`config.mk`:
```
export PLATFORM = sky130hd
export DESIGN_NAME = wb_gpio_bank
export DESIGN_NICKNAME = d
export VERILOG_FILES = /design/src/rtl/wb_gpio_bank.sv
export SDC_FILE = /design/constraint.sdc
export NUM_CORES = 1
export LEC_CHECK = 0
export BUFFER_PORTS_ARGS = -buffer_cell sky130_fd_sc_hd__clkbuf_2
export CORE_ASPECT_RATIO = 2
export CORE_UTILIZATION = 40
export DETAILED_ROUTE_END_ITERATION = 8
export PLACE_DENSITY_LB_ADDON = 0.05
export SYNTH_ARGS = -nofsm -noshare
export SYNTH_HDL_FRONTEND = slang
export SYNTH_SLANG_ARGS = --single-unit
```
`constraint.sdc`:
```
create_clock -name wb_clk_i -period 2.71 [get_ports wb_clk_i]
set_input_delay 0.813 -clock wb_clk_i [delete_from_list [all_inputs] [get_ports wb_clk_i]]
set_output_delay 0.813 -clock wb_clk_i [all_outputs]
set_load 0.01 [all_outputs]
```
`src/rtl/wb_gpio_bank.sv`:
```
`default_nettype none
// ============================================================================
//  Module   : wb_gpio_bank
//  Purpose  : Wishbone-slave GPIO bank with one set of output, output-enable,
//             input, interrupt-enable, interrupt-polarity and interrupt-status
//             registers. Each register is split into a low word (pins 31:0)
//             and a high word (pins 63:32). Each pin has an edge interrupt.
//             Pins in RSVD_MASK are never driven and never raise an interrupt.
//  Ports    : wb_clk_i / nrst        - clock, synchronous active-low reset
//             wbs_*                  - classic Wishbone slave, single-cycle ack
//             gpio_in                - asynchronous pad inputs
//             gpio_out / gpio_oeb    - pad outputs, active-low output enable
//             irq_o                  - registered level interrupt
//  Options  : GPIO_DEBOUNCE_EN - adds a per-pin 16-sample stable filter after
//             the synchroniser, and a DEBOUNCE_BYP register at 0x30/0x34.
//  Revision : 1.0 - initial release
// ============================================================================
module wb_gpio_bank #(
    parameter int          NUM_GPIO    = 38,
    parameter logic [31:0] BASE_ADDR   = 32'h3000_0000,
    parameter logic [63:0] RSVD_MASK   = 64'h1E,
    parameter int          SYNC_STAGES = 2
) (
    input  logic                wb_clk_i,
    input  logic                nrst,
    input  logic                wbs_cyc_i,
    input  logic                wbs_stb_i,
    input  logic                wbs_we_i,
    input  logic [3:0]          wbs_sel_i,
    input  logic [31:0]         wbs_adr_i,
    input  logic [31:0]         wbs_dat_i,
    output logic                wbs_ack_o,
    output logic [31:0]         wbs_dat_o,
    input  logic [NUM_GPIO-1:0] gpio_in,
    output logic [NUM_GPIO-1:0] gpio_out,
    output logic [NUM_GPIO-1:0] gpio_oeb,
    output logic                irq_o
);

    // Registers are kept 64 bits wide so that both words decode uniformly.
    // Bits at or above NUM_GPIO are masked on write and therefore stay 0.
    localparam logic [63:0] c_VALID   = {64{1'b1}} >> (64 - NUM_GPIO);
    localparam logic [63:0] c_RSVD    = RSVD_MASK & c_VALID;
    localparam logic [63:0] c_PINMASK = c_VALID & ~c_RSVD;

    localparam logic [4:0] c_IDX_OUT  = 5'd0;
    localparam logic [4:0] c_IDX_OEB  = 5'd1;
    localparam logic [4:0] c_IDX_IN   = 5'd2;
    localparam logic [4:0] c_IDX_EN   = 5'd3;
    localparam logic [4:0] c_IDX_POL  = 5'd4;
    localparam logic [4:0] c_IDX_STAT = 5'd5;
`ifdef GPIO_DEBOUNCE_EN
    localparam logic [4:0] c_IDX_DEB  = 5'd6;
`endif

    logic [63:0] r_out;
    logic [63:0] r_oeb;
    logic [63:0] r_en;
    logic [63:0] r_pol;
    logic [63:0] r_stat;
    logic [63:0] r_prev;
    logic        r_ack;
    logic [31:0] r_dat;
    logic        r_irq;

    logic [SYNC_STAGES-1:0][NUM_GPIO-1:0] r_sync;

    logic                w_hit;
    logic                w_wr;
    logic [4:0]          w_idx;
    logic                w_word;
    logic [31:0]         w_lane;
    logic [63:0]         w_bmask;
    logic [63:0]         w_wbits;
    logic [63:0]         w_w1c;
    logic [NUM_GPIO-1:0] w_sync;
    logic [NUM_GPIO-1:0] w_filt;
    logic [63:0]         w_in64;
    logic [63:0]         w_set;
    logic [63:0]         w_rd64;
    logic [31:0]         w_rd32;
    logic                w_unused;

    // Byte address bits 1:0 carry no information for word registers.
    assign w_unused = ^wbs_adr_i[1:0];

    // ------------------------------------------------------------------
    // Bus decode. Gating with the current ack forces one idle cycle
    // between transfers, so a held strobe is not acknowledged twice.
    // ------------------------------------------------------------------
    assign w_hit  = wbs_cyc_i & wbs_stb_i & ~r_ack &
                    (wbs_adr_i[31:8] == BASE_ADDR[31:8]);
    assign w_wr   = w_hit & wbs_we_i;
    assign w_idx  = wbs_adr_i[7:3];
    assign w_word = wbs_adr_i[2];

    assign w_lane  = {{8{wbs_sel_i[3]}}, {8{wbs_sel_i[2]}},
                      {8{wbs_sel_i[1]}}, {8{wbs_sel_i[0]}}};
    assign w_bmask = w_word ? {w_lane, 32'h0} : {32'h0, w_lane};
    assign w_wbits = {wbs_dat_i, wbs_dat_i} & w_bmask & c_VALID;
    assign w_w1c   = (w_wr && (w_idx == c_IDX_STAT)) ? w_wbits : 64'h0;

    function automatic logic [63:0] f_merge(input logic [63:0] cur,
                                            input logic [63:0] mask,
                                            input logic [63:0] bits);
        return (cur & ~mask) | bits;
    endfunction

    // ------------------------------------------------------------------
    // Input path: synchroniser, optional debounce, then the edge detector.
    // ------------------------------------------------------------------
    always_ff @(posedge wb_clk_i) begin
        if (!nrst) begin
            r_sync <= '0;
        end else begin
            r_sync[0] <= gpio_in;
            for (int s = 1; s < SYNC_STAGES; s++) begin
                r_sync[s] <= r_sync[s-1];
            end
        end
    end

    assign w_sync = r_sync[SYNC_STAGES-1];

`ifdef GPIO_DEBOUNCE_EN
    logic [63:0] r_deb;

    always_ff @(posedge wb_clk_i) begin
        if (!nrst) begin
            r_deb <= 64'h0;
        end else if (w_wr && (w_idx == c_IDX_DEB)) begin
            r_deb <= f_merge(r_deb, w_bmask, w_wbits);
        end
    end

    // The counter runs only while the synchronised input disagrees with
    // the filtered value; the 16th consecutive disagreeing sample commits.
    for (genvar i = 0; i < NUM_GPIO; i++) begin : g_deb
        logic [3:0] r_cnt;
        logic       r_filt;

        always_ff @(posedge wb_clk_i) begin
            if (!nrst) begin
                r_cnt  <= 4'd0;
                r_filt <= 1'b0;
            end else if (w_sync[i] == r_filt) begin
                r_cnt  <= 4'd0;
            end else if (r_cnt == 4'd15) begin
                r_cnt  <= 4'd0;
                r_filt <= w_sync[i];
            end else begin
                r_cnt  <= r_cnt + 4'd1;
            end
        end

        assign w_filt[i] = r_deb[i] ? w_sync[i] : r_filt;
    end
`else
    assign w_filt = w_sync;
`endif

    assign w_in64 = 64'(w_filt) & c_PINMASK;

    // Polarity 1 selects rising edges; polarity 0 selects falling edges.
    assign w_set = ((w_in64 & ~r_prev & r_pol) |
                    (~w_in64 & r_prev & ~r_pol)) & c_PINMASK;

    // ------------------------------------------------------------------
    // Read mux
    // ------------------------------------------------------------------
    always_comb begin
        w_rd64 = 64'h0;
        case (w_idx)
            c_IDX_OUT:  w_rd64 = r_out;
            c_IDX_OEB:  w_rd64 = r_oeb;
            c_IDX_IN:   w_rd64 = w_in64;
            c_IDX_EN:   w_rd64 = r_en;
            c_IDX_POL:  w_rd64 = r_pol;
            c_IDX_STAT: w_rd64 = r_stat;
`ifdef GPIO_DEBOUNCE_EN
            c_IDX_DEB:  w_rd64 = r_deb;
`endif
            default:    w_rd64 = 64'h0;
        endcase
    end

    assign w_rd32 = w_word ? w_rd64[63:32] : w_rd64[31:0];

    // ------------------------------------------------------------------
    // Register file, status, interrupt and bus response
    // ------------------------------------------------------------------
    always_ff @(posedge wb_clk_i) begin
        if (!nrst) begin
            r_out  <= 64'h0;
            r_oeb  <= c_VALID;
            r_en   <= 64'h0;
            r_pol  <= 64'h0;
            r_stat <= 64'h0;
            r_prev <= 64'h0;
            r_ack  <= 1'b0;
            r_dat  <= 32'h0;
            r_irq  <= 1'b0;
        end else begin
            if (w_wr) begin
                case (w_idx)
                    c_IDX_OUT: r_out <= f_merge(r_out, w_bmask, w_wbits);
                    c_IDX_OEB: r_oeb <= f_merge(r_oeb, w_bmask, w_wbits);
                    c_IDX_EN:  r_en  <= f_merge(r_en,  w_bmask, w_wbits);
                    c_IDX_POL: r_pol <= f_merge(r_pol, w_bmask, w_wbits);
                    default:   ;
                endcase
            end
            // A new edge wins over a clear that lands in the same cycle.
            r_stat <= (r_stat & ~w_w1c) | w_set;
            r_prev <= w_in64;
            r_irq  <= |(r_stat & r_en);
            r_ack  <= w_hit;
            if (w_hit) begin
                r_dat <= wbs_we_i ? 32'h0 : w_rd32;
            end
        end
    end

    assign wbs_ack_o = r_ack;
    assign wbs_dat_o = r_dat;
    assign irq_o     = r_irq;
    assign gpio_out  = r_out[NUM_GPIO-1:0] & ~c_RSVD[NUM_GPIO-1:0];
    assign gpio_oeb  = r_oeb[NUM_GPIO-1:0] |  c_RSVD[NUM_GPIO-1:0];

endmodule
`default_nettype wire

```
Yosys cells after proc, flatten, opt, wreduce, memory -nomap -nowiden
Cells that the tools add are included.
{"block": "totals", "reg_bits": 464, "out_inout_bits": 110}
{"block": "op_classes", "eq_ne": 6, "muxes": 5, "bitwise": 27, "reduce_logical": 7}
{"operator": "$and A64 B64 Y64", "count": 6}
{"operator": "$pmux W64 S6", "count": 1}
{"operator": "$or A64 B38 Y64", "count": 5}
{"operator": "$and A38 B38 Y38", "count": 5}
{"operator": "$not A38 Y38", "count": 3}
{"operator": "$mux W32", "count": 2}
{"operator": "$mux W64", "count": 1}
{"operator": "$not A38 Y64", "count": 1}
{"operator": "$not A64 Y64", "count": 1}
{"operator": "$reduce_or A64 Y1", "count": 1}
{"operator": "$mux W38", "count": 1}
{"operator": "$or A38 B38 Y38", "count": 1}
{"operator": "$eq A24 B22 Y1 const B", "count": 1}
{"operator": "$eq A5 B2 Y1 const B", "count": 2}
{"operator": "$eq A5 B3 Y1 const B", "count": 2}
{"operator": "$reduce_and A2 Y1", "count": 4}
{"operator": "$eq A5 B1 Y1 const B", "count": 1}
{"operator": "$logic_not A5 Y1", "count": 1}
{"operator": "$and A1 B1 Y1", "count": 4}
{"operator": "$logic_and A1 B1 Y1", "count": 1}
{"operator": "$not A1 Y1", "count": 1}

Longest topological paths before layout
{"block": "logic_depth", "depth_word": 9, "mapped_depth": 9, "ltp_nobuf": 5}

Worst setup path before layout
No wires, ideal clock.
{"block": "synth_path", "kind": "input -> register", "startpoint": "input wbs_adr_i[3]", "endpoint": "register r_oeb[38]", "setup_ns": 0.116, "arrival_ns": 2.684, "required_ns": 2.594, "path_slack_ns": -0.090, "path_stages": 9, "path_cell_list": "buf_2 or4b_1 buf_2 or2_1 buf_6 or3_1 buf_2 or2_1 and3_1"}
{"block": "synth_between", "elab_chain_len": 2}
{"element": "start: declaration", "line_no": "30", "rtl": "input logic [31:0] wbs_adr_i,"}
{"element": "$eq A5 B1 Y1", "line_no": "205", "rtl": "case (w_idx)"}
{"element": "$reduce_and A2 Y1 (no source line)"}
{"element": "end signal: assignment", "line_no": "195", "rtl": "r_oeb <= c_VALID;"}
{"element": "end signal: assignment", "line_no": "207", "rtl": "c_IDX_OEB: r_oeb <= f_merge(r_oeb, w_bmask, w_wbits);"}
{"element": "end: declaration", "line_no": "57", "rtl": "logic [63:0] r_oeb;"}
No other way between the ends.
A chain may end at the register's enable or synchronous reset.

Final worst setup path
{"block": "layout_path", "startpoint": "input wbs_adr_i[9]", "endpoint": "register r_oeb[38]"}
{"block": "layout_between", "elab_chain_len": 4}
{"element": "$eq A24 B22 Y1", "line_no": "92", "rtl": "(wbs_adr_i[31:8] == BASE_ADDR[31:8]);"}
{"element": "$and A1 B1 Y1", "line_no": "91", "rtl": "assign w_hit = wbs_cyc_i & wbs_stb_i & ~r_ack &"}
{"element": "$and A1 B1 Y1", "line_no": "93", "rtl": "assign w_wr = w_hit & wbs_we_i;"}
{"element": "$reduce_and A2 Y1 (no source line)"}
No other way between the ends.

==> impl_metrics.yaml <==
clock_network:
  numCtsBuffers: 41
  cts_setup_buffers: 0
  clk_pin_slew_worst_paths_ps: 70
  ctsRootBufferMaster: "clkbuf_16"
  cts_tree: "yes"
  clkSinkCount: 430
  htreeDepth: 2
  cts_resized: 0
  clk-insertion-delay-late_ps: 560
  hold_buffers: 0
  cts_buffer_depth: 3
layout:
  layout.nets: 2123
  layout_commonest_cell: "dfxtp_1"
  multi_input_area_mm2: 0.00814
  num_antenna_cells: 0
  nFillCells: 4241
  syn_to_final_growth_pct: 17.6
  drive_gt1_share_pct: 21.8
  fin_util_pct: 47.6
  finalNonFillerCells: 2597
  regArea_mm2: 0.00861
  mostFrequentLayoutCells: "dfxtp_1, nand2_1, clkbuf_2"
floorplanning:
  core_area_mm2: 0.0442
  die_area_mm2: 0.0456
  rows: 109
  die_h_um: 301
  start_util_pct: 40.4
  dieWidth_um: 151
  pin_count: 221
flow_run:
  max-cap-violations: 0
setup_path:
  rr_endpoint: "r_oeb[38]"
  worstPathRequired_ps: 3160
  worstSetupStartpointType: "primary input"
  reg2reg_setup_slack_ps: 460
  worstPathCellList: "clkbuf_2 -> nor4_1 -> nand4_1 -> buf_4 -> or3_1 -> or2_1 -> and3_1"
  slowest_stage: "or3_1"
  arrival_ps: 2750
  r2r_start: "wbs_ack_o"
  ff2ff_path_depth: 6
  critPathMaxStageDelay_ps: 550
  critPathCaptureType: "register"
  crit_type: "primary input to register"
  cp_max_fo: 21
hold_path:
  min_to: "w_filt[27]"
  min_from: "r_sync[27]"
  whs_path_depth: 1
  hold_path_class: "register to register"
timing:
  layout_setup_ws_ps: 413
  clock.fmax_mhz: 435
  slew_violations: 0
  holdWs_ps: 428
  relSlewSlack_pct: 36.4
  worstMarginPinSlew_ps: 954
  hold_viol_final: 0
  finalSetupViolCount: 0
  fin_crit_ps: 2300
  skew_ps: 10.2
  post-route-period-util_pct: 84.8
  tns_ps: 0
  rsz0062_at_grt: "no"
place:
  pre_cts_slack_ps: -191
  place.port_buffers: 206
  place_inst: 2524
  gp_congestion: 0.834
  post-dp-hpwl_um: 41200
synth:
  synth-edff-count: 0
  synth_area_per_cell_um2: 9.55
  yosysSeqAreaShare_pct: 48.2
  synth-seq-cells: 430
  synthFlopType: "dfxtp_1"
  syn-cell-area_mm2: 0.0179
  ys.warnings.count: 0
  synth.distinct_cells: 49
  async_flop_share_pct: 0
  synth_cells: 1871
global_routing:
  grt_max_degree: 197
  antenna_found_initial: 1
  grt_pass1_wl_um: 87200
  first_global_vias: 13800
  grt_overflow_total: 0
  grt_usage_pct: 25.8
detailed_routing:
  drc: 0
  drtAntennaViolNets: 0
  routedWlPerCell_um: 22.6
  vias_per_cell: 5.62
  vias: 14600
  drt-pass1-iter-count: 5
  wl_um: 58800
  drt_iter0_drc: 894
pwr:
  p_per_area_mw_per_mm2: 625
  peakVddDrop_uv: 412
  leakage_uw: 0.00832
run_status:
  outcome: "finished clean"
[cells in the mapped netlist (all sizes together) (7+ instances only)]
cell type | number | area (um2)
a221o | 19 | 190
a221oi | 32 | 280
a22o | 7 | 61.3
and2 | 102 | 638
nand2 | 255 | 957
o21a | 35 | 263
a32o | 10 | 100
buf | 101 | 697
o21ai | 135 | 676
o31ai | 20 | 150
mux2i | 123 | 1230
a21oi | 9 | 45.0
a211oi | 18 | 135
nor3 | 7 | 65.1
o311a | 72 | 721
dfxtp | 430 | 8610
a22oi | 56 | 420
o211a | 24 | 240
nor4 | 19 | 213
nand3 | 81 | 405
a21boi | 34 | 255
nor2 | 66 | 248
mux2 | 40 | 450
clkbuf | 126 | 473
and3 | 9 | 56.3
[cell families after synthesis]
| group | count (synthesis) | synth area share (%) |
|---|---|---|
| other cells | 2 | 0.0420 |
| simple gates | 564 | 15.5 |
| flops | 430 | 48.2 |
| compound gates | 483 | 20.3 |
| buf+inv | 229 | 6.59 |
| mux | 163 | 9.41 |
[layout make-up]
| class | count | share of cell area, % |
|---|---|---|
| multi-input cells | 1218 | 38.7 |
| well taps | 555 | 3.30 |
| clock buffers | 56 | 5.53 |
| clock inverters | 17 | 1.02 |
| inverters | 2 | 0.0357 |
| flip-flops and latches | 430 | 41.0 |
| repair buffers | 319 | 10.4 |
[layer usage]
layer  track usage (%)  part of all wire (%)  vias to the layer above  wire length (um)
met5                 0                 0.022                        -                13
met4              9.26                   3.2                        2              1890
met3              3.08                   4.8                       93              2840
met2              46.5                    51                      471             30300
met1              30.8                    40                     7048             23800
li1                  -                     -                     6981                 -
[critical path: cells and delay by family]
family                 cells  cell delay, ps
buffers and inverters      2             380
AND/OR/NAND/NOR            5            1550
[worst max path at each step]
| stage | start | end | slack (ps) | depth (start not counted) |
|---|---|---|---|---|
| after floorplan | wbs_adr_i[3] | r_oeb[38] | -50 | 9 |
| after global placement | wbs_adr_i[12] | r_oeb[38] | -180 | 7 |
| after detailed placement | wbs_adr_i[8] | r_oeb[39] | -190 | 7 |
| after CTS | wbs_adr_i[9] | r_oeb[38] | 410 | 7 |
| after global routing | wbs_ack_o | r_oeb[38] | 260 | 6 |
| final | wbs_adr_i[9] | r_oeb[38] | 410 | 7 |
[report_power, final]
| group | switching, uW | total (uW) | leakage [uW] | internal, uW |
|---|---|---|---|---|
| clock | 2530 | 5940 | 0.000681 | 3400 |
| sequential | 59.6 | 6460 | 0.00348 | 6400 |
| combinational | 472 | 755 | 0.00415 | 283 |
| total | 3060 | 13100 | 0.00832 | 10100 |
[metrics by stage]
stage	power (uW)	cell area (um2)
final	13100	21000
after CTS	13300	21000
after floorplan	6980	17900
after global placement	7340	19600
after detailed placement	7350	19600
after global routing	13600	21000
No activity file was read; power rests on OpenSTA's default activity.
